==> config.mk <==
export PLATFORM = sky130hd
export DESIGN_NAME = axi_rd_reorder_buffer
export DESIGN_NICKNAME = d
export VERILOG_FILES = /design/src/rtl/axi_rd_reorder_buffer.sv
export SDC_FILE = /design/constraint.sdc
export NUM_CORES = 1
export LEC_CHECK = 0
export CORE_UTILIZATION = 25
export DETAILED_ROUTE_END_ITERATION = 7
export PLACE_DENSITY = 0.43
export SYNTH_ARGS = -nofsm -noshare
export SYNTH_HDL_FRONTEND = slang
export SYNTH_SLANG_ARGS = --single-unit
==> constraint.sdc <==
create_clock -name clk -period 12.9 [get_ports clk]
set_clock_uncertainty 0.2 [all_clocks]
set_input_delay 1.29 -clock clk [delete_from_list [all_inputs] [get_ports clk]]
set_output_delay 1.29 -clock clk [all_outputs]
set_load 0.005 [all_outputs]
==> src/rtl/axi_rd_reorder_buffer.sv <==
// rtl/axi_rd_reorder_buffer.sv - read-channel reorder buffer returning out-of-order R beats in AR issue order
// Tracks up to DEPTH single-beat reads in a ring; repeated IDs are matched oldest-first.
module axi_rd_reorder_buffer #(
  parameter int DATA_WIDTH = 8,
  parameter int ID_WIDTH   = 4,
  parameter int DEPTH      = 16,
  parameter int CNT_W      = $clog2(DEPTH + 1)
) (
  input  logic                  clk,
  input  logic                  rst,
  input  logic [ID_WIDTH-1:0]   s_arid_i,
  input  logic                  s_arvalid_i,
  output logic                  s_arready_o,
  output logic [ID_WIDTH-1:0]   m_arid_o,
  output logic                  m_arvalid_o,
  input  logic                  m_arready_i,
  input  logic [DATA_WIDTH-1:0] m_rdata_i,
  input  logic [1:0]            m_rresp_i,
  input  logic [ID_WIDTH-1:0]   m_rid_i,
  input  logic                  m_rvalid_i,
  output logic                  m_rready_o,
  output logic [DATA_WIDTH-1:0] s_rdata_o,
  output logic [1:0]            s_rresp_o,
  output logic [ID_WIDTH-1:0]   s_rid_o,
  output logic                  s_rvalid_o,
  input  logic                  s_rready_i,
  output logic [CNT_W-1:0]      count_o,
  output logic                  err_unexpected_o
);

  localparam int PTR_W = (DEPTH > 1) ? $clog2(DEPTH) : 1;

  logic                  alloc_q  [DEPTH];
  logic                  filled_q [DEPTH];
  logic [ID_WIDTH-1:0]   id_q     [DEPTH];
  logic [1:0]            resp_q   [DEPTH];
  logic [DATA_WIDTH-1:0] data_q   [DEPTH];

  logic [PTR_W-1:0] wptr_q, wptr_d;
  logic [PTR_W-1:0] rptr_q, rptr_d;
  logic [CNT_W-1:0] count_q, count_d;
  logic             m_rready_q;
  logic             err_q, err_d;

  logic             full;
  logic             ar_fire;
  logic             r_fire;
  logic             retire;
  logic             match_found;
  logic [PTR_W-1:0] match_idx;
  logic [PTR_W:0]   scan_sum;
  logic [PTR_W-1:0] scan_idx;

  // Full is judged from the registered count so a retire only frees a slot next cycle.
  assign full        = (count_q == CNT_W'(DEPTH));
  assign m_arvalid_o = s_arvalid_i & ~full;
  assign s_arready_o = m_arready_i & ~full;
  assign m_arid_o    = s_arid_i;
  assign ar_fire     = s_arvalid_i & s_arready_o;

  assign m_rready_o = m_rready_q;
  assign r_fire     = m_rvalid_i & m_rready_q;

  assign s_rvalid_o = alloc_q[rptr_q] & filled_q[rptr_q];
  assign s_rdata_o  = data_q[rptr_q];
  assign s_rresp_o  = resp_q[rptr_q];
  assign s_rid_o    = id_q[rptr_q];
  assign retire     = s_rvalid_o & s_rready_i;

  assign count_o          = count_q;
  assign err_unexpected_o = err_q;

  // Scan from the head in issue order; the first unfilled same-ID entry is the oldest.
  always_comb begin
    match_found = 1'b0;
    match_idx   = '0;
    scan_sum    = '0;
    scan_idx    = '0;
    for (int i = 0; i < DEPTH; i++) begin
      scan_sum = {1'b0, rptr_q} + (PTR_W+1)'(i);
      if (scan_sum >= (PTR_W+1)'(DEPTH)) begin
        scan_sum = scan_sum - (PTR_W+1)'(DEPTH);
      end
      scan_idx = scan_sum[PTR_W-1:0];
      if (!match_found && alloc_q[scan_idx] && !filled_q[scan_idx] &&
          (id_q[scan_idx] == m_rid_i)) begin
        match_found = 1'b1;
        match_idx   = scan_idx;
      end
    end
  end

  always_comb begin
    wptr_d = wptr_q;
    if (ar_fire) begin
      wptr_d = (wptr_q == PTR_W'(DEPTH - 1)) ? '0 : wptr_q + 1'b1;
    end
    rptr_d = rptr_q;
    if (retire) begin
      rptr_d = (rptr_q == PTR_W'(DEPTH - 1)) ? '0 : rptr_q + 1'b1;
    end
    count_d = count_q;
    case ({ar_fire, retire})
      2'b10:   count_d = count_q + 1'b1;
      2'b01:   count_d = count_q - 1'b1;
      default: count_d = count_q;
    endcase
    err_d = r_fire & ~match_found;
  end

  always_ff @(posedge clk or posedge rst) begin
    if (rst) begin
      wptr_q     <= '0;
      rptr_q     <= '0;
      count_q    <= '0;
      m_rready_q <= 1'b0;
      err_q      <= 1'b0;
    end else begin
      wptr_q     <= wptr_d;
      rptr_q     <= rptr_d;
      count_q    <= count_d;
      m_rready_q <= 1'b1;
      err_q      <= err_d;
    end
  end

  // Alloc slot (wptr), fill slot (unfilled) and retire slot (filled head) are always distinct.
  always_ff @(posedge clk or posedge rst) begin
    if (rst) begin
      for (int i = 0; i < DEPTH; i++) begin
        alloc_q[i]  <= 1'b0;
        filled_q[i] <= 1'b0;
        id_q[i]     <= '0;
        resp_q[i]   <= '0;
        data_q[i]   <= '0;
      end
    end else begin
      if (ar_fire) begin
        alloc_q[wptr_q]  <= 1'b1;
        filled_q[wptr_q] <= 1'b0;
        id_q[wptr_q]     <= s_arid_i;
      end
      if (r_fire && match_found) begin
        filled_q[match_idx] <= 1'b1;
        resp_q[match_idx]   <= m_rresp_i;
        data_q[match_idx]   <= m_rdata_i;
      end
      if (retire) begin
        alloc_q[rptr_q]  <= 1'b0;
        filled_q[rptr_q] <= 1'b0;
        id_q[rptr_q]     <= '0;
        resp_q[rptr_q]   <= '0;
        data_q[rptr_q]   <= '0;
      end
    end
  end

endmodule

# [Word-level counts from Yosys, hierarchy flattened]
# Index checks and enable logic that the tools add are counted.
[word_totals] regBits=271 out_inout_bits=28 input_bits=24
[classes] order_cmp=38 n_reduce_logical=83 mux=242 n_eq_ne=21 addsub=35 bitwise_logic=41
[ops] cell="two-way mux 4 bit" count=70
[ops] cell="binary-select mux 4 bit (select 4 bit)" count=17
[ops] cell="two-way mux 128 bit" count=2
[ops] cell="greater-or-equal comparator 5 bit, second input constant" count=34
[ops] cell="binary-select mux 1 bit (select 4 bit)" count=34
[ops] cell="bitwise AND 128 bit" count=1
[ops] cell="bitwise mux 128 bit" count=1
[ops] cell="two-way mux 64 bit" count=2
[ops] cell="inverter 128 bit" count=1
[ops] cell="inverter 4 -> 5 bit" count=19
[ops] cell="two-way mux 1 bit" count=87
[ops] cell="two-way mux 16 bit" count=5
[ops] cell="bitwise AND 64 bit" count=1
[ops] cell="bitwise mux 64 bit" count=1
[ops] cell="demux 8 bit (select 4 bit)" count=2
[ops] cell="== test 4 bit" count=16
[ops] cell="two-way mux 32 bit" count=2
[ops] cell="inverter 64 bit" count=1
[ops] cell="subtractor 4 x 1 -> 4 bit, second input constant" count=16
[ops] cell="logical AND 1 bit" count=51
[ops] cell="bitwise AND 16 bit" count=3
[ops] cell="adder 4 x 4 -> 5 bit, second input constant" count=8
[ops] cell="bitwise AND 32 bit" count=1
[ops] cell="binary-select mux 8 bit (select 4 bit)" count=1
[ops] cell="27 further kinds" count=84

# [Depth between registers and ports, before layout]
[depth] word_depth=94 mapped_depth=26 depth_no_buf=15

# [Least setup slack after synthesis]
# OpenSTA, ideal clock, no wires.
[synth_timing] kind="reg2reg" from="reg rptr_q[0]" to="reg data_q[78] in the netlist's numbering" n_path_buf=9 required_ps=12564 path_stages_with_launch=24 period_less_slack_ps=6012 setup_time_ps=136 arrival_ps=5676 setup_slack_ps=6888 path_cell_list="dfrtp_1 -> buf_4 -> buf_2 -> inv_2 -> buf_2 -> buf_2 -> ha_1 -> buf_2 -> buf_2 -> buf_4 -> buf_2 -> mux2_2 -> mux4_2 -> nor2b_1 -> a2111oi_2 -> nand2_1 -> and2_1 -> o211a_1 -> nor2_1 -> a221oi_4 -> or4_1 -> clkbuf_1 -> o21ai_0 -> a21oi_1"
[synth_between] elab_chain_cells=94
[synth_rtl] element="from (decl)" line="40" rtl="logic [PTR_W-1:0] rptr_q, rptr_d;"
[synth_rtl] element="from (signal assigned)" line="120" rtl="rptr_q <= rptr_d;"
[synth_rtl] element="branches (longest 93 deep; another with adder 4 x 1 -> 5 bit)"
[synth_rtl] element="two-way mux 128 bit (*)" line="148" rtl="if (retire) begin"
[synth_rtl] element="to (signal, indexed assignment)" line="146" rtl="data_q[match_idx] <= m_rdata_i;"
[synth_rtl] element="to (decl)" line="37" rtl="logic [DATA_WIDTH-1:0] data_q [DEPTH];"
# Mark *: on every way between the ends. The select of a mux whose other input is x is not followed.
# A chain may end at the register's enable or synchronous reset.

# [Worst setup path after layout]
[layout_timing] from="reg rptr_q[1]" to="reg data_q[26] in the netlist's numbering"
# Same word-level chain as after synthesis.

==> results.toml <==
[sta]
fmax_ghz = 0.125
rsz0062_at_grt = "no"
setup_viol = 0
slew_viol_final = 0
finalSetupTns_ns = 0
post-route-min-period_ns = 7.99
worst_pin_slew_ns = 1.20
slew_headroom_pct = 19.5
finalHoldViolCount = 0
min_period_over_period_pct = 62.0

[layout]
drive_gt1_share_pct = 16.9
syn_to_final_growth_pct = 10.9
fin_util_pct = 28.2
fillers = 8728
ff_latch_area_sq_um = 6790
final_cell_mix = "nand2_1 (291), dfrtp_1 (267), mux2i_1 (217)"
final_nets = 2086
final_common_cell = "nand2_1"
multiInputGateArea_sq_um = 13500

[global_routing]
grt_pass1_vias = 17700
antenna_found_initial = 3
grt_overflow = 0
grt_max_degree = 131
grt_pass1_wl_um = 124000
grt_usage_pct = 19.1

[clock_network]
cts_tree = "done"
cts.clk_slew.worst_paths_ns = 0.06
cts_buffers = 34
cts-htree-levels = 2
clockRootBuffer = "clkbuf_16"
cts_setup_buffers = 0
clk_path_buf_depth = 3
ctsHoldBuffers = 0
numClockSinks = 271
clock_latency_ns = 0.56
cts-resized-gates = 0

[critical_path]
path_class = "reg -> reg"
cp_data_arrival_time_ns = 8.24
crit_start = "rptr_q[1]$_DFFE_PP0P_"
endpoint_kind = "flip-flop"
r2r_start = "rptr_q[1]$_DFFE_PP0P_"
start_kind = "flip-flop"
worst-path-max-fanout = 60
crit_required_ns = 13.15

[detailed_routing]
ant_nets = 0
vias_per_cell = 5.55
drt_pass1_iterations = 5
wl_um = 82800
drcViolationCount = 0
via_count = 17800
drt_first_iter_violations = 1835
drt-wirelength-per-cell_um = 25.9

[synthesis]
yosys.area.top_type = "dfrtp_1"
ys_seq_area_share_pct = 31.7
ys.flop_type = "dfrtp_1"
ys_top_cells_by_area = "dfrtp_1 (32%), mux4_2 (21%), mux2i_1 (10%)"
syn_inst = 2128
syn_nets = 2175
async_reset_ff_share_pct = 100
netlist_area_sq_um = 21400
synth-seq-cells = 271
yosysWarnings = 0
synth_cell_types = 92
synth_area_per_cell_sq_um = 10.1
synth_top_area_share_pct = 31.7
synth-edff-count = 0

[run_status]
run_status = "finished clean"

[placement]
hpwlAfterDp_um = 58000
portBuffers = 51
gp_congestion = 0.903

[power]
p_leak_nw = 9.93
p_per_area_nw_per_um2 = 210
ir_drop_v = 0.000228
total_power_mw = 4.99

[floorplan]
die_h_um = 295
dieWidth_um = 295
pin_count = 52
rows = 106
core_area_sq_um = 84200
start_util_pct = 25.4
fp.dieArea_sq_um = 86800

[worst_hold_path]
hp-class = "reg -> reg"
hold_path_startpoint = "count_o[4]$_DFFE_PP0P_"

[run]
max_cap_violations = 0
[sequential cells by signal (all words and copies together) (netlist names)]
name and cells:
err_unexpected_o 1, data_q 128, resp_q 32, filled_q 16, rptr_q 4, wptr_q 4, id_q 64, m_rready_o 1
count_o 5, alloc_q 16
[path summary, 6_finish.rpt]
| check | endpoint | slack (ns) | cells past startpoint |
|---|---|---|---|
| max | data_q[26]$_DFF_PP0_ | 4.91 | 15 |
| min | count_o[4]$_DFFE_PP0P_ | 0.29 | 1 |
| max reg2reg | data_q[26]$_DFF_PP0_ | 4.91 | 15 |
| min reg2reg | count_o[4]$_DFFE_PP0P_ | 0.29 | 1 |
| max in group asynchronous | data_q[103]$_DFF_PP0_ | 9.67 | 3 |
| min in group asynchronous | count_o[0]$_DFFE_PP0P_ | 1.13 | 2 |
[cells by family (layout without fill, tap and decap cells)]
| family | after synthesis | in the layout | share of synthesized area, % |
|---|---|---|---|
| simple gates | 681 | 681 | 15.4 |
| xor+xnor | 74 | 74 | 3.03 |
| fa+ha+maj | 23 | 23 | 1.38 |
| compound gates | 413 | 413 | 11.3 |
| flops | 271 | 271 | 31.7 |
| buf+inv | 234 | 170 | 5.42 |
| mux | 431 | 431 | 31.8 |
| other cells | 1 | 3 | 0.0175 |
[critical path, stage by stage (launching register included)]
cell       delay [ns]
dfrtp_4          0.92
inv_1            0.25
buf_4            0.29
ha_4             0.89
mux4_2           0.63
mux4_2           0.50
xnor2_1          0.15
nand3_1          0.18
a2bb2oi_1        0.52
and4_1           0.59
nand2_1          0.14
o211ai_1         0.17
a32oi_1          0.23
nor3_2           0.99
nand2b_1         0.76
mux2i_1          0.35
[layout make-up]
cell class	instances	share of cell area, %
Clock buffer	50	4.14
Multi-Input combinational cell	1623	57.0
Clock inverter	11	0.579
Antenna cell	2	0.0211
Inverter	19	0.332
Sequential cell	271	28.6
Timing Repair Buffer	90	3.38
Tap cell	1134	5.97
[cells in the mapped netlist (19+ instances only)]
cell type / count
nand2b_1: 25
mux4_2: 198
dfrtp_1: 271
nor2_1: 92
buf_1: 20
xor2_1: 23
buf_6: 19
nor3_1: 22
ha_1: 22
nand2_1: 291
nand3_1: 108
xnor2_1: 51
nor2b_1: 23
o21ai_0: 147
buf_2: 36
mux2i_1: 217
clkbuf_1: 122
and3_1: 30
a21oi_1: 157
[per-layer routing]
metal / part of all wire (%) / track usage [%] / up-vias
met5: 0 / 0 / -
met4: 2.5 / 5.51 / 0
li1: - / - / 7688
met2: 47 / 31.1 / 657
met3: 5.4 / 1.78 / 107
met1: 45 / 26.9 / 9313
[through the flow]
step,cell area [sq um],hold slack (ns),instances,setup slack (ns)
2_1_floorplan,21400,0.284,2128,3.94
3_3_place_gp,22600,0.281,3137,5.17
3_5_place_dp,22600,0.286,3137,5.05
4_1_cts,23700,0.305,3198,4.99
5_1_grt,23700,0.335,3198,4.50
6_report,23800,0.294,3200,4.91
[power breakdown]
group / total [mW] / internal, mW / switching (mW)
registers: 1.59 / 1.14 / 0.454
clock network: 0.975 / 0.575 / 0.400
logic: 2.42 / 1.04 / 1.38
total: 4.99 / 2.76 / 2.24
No activity file was read; power rests on OpenSTA's default activity.
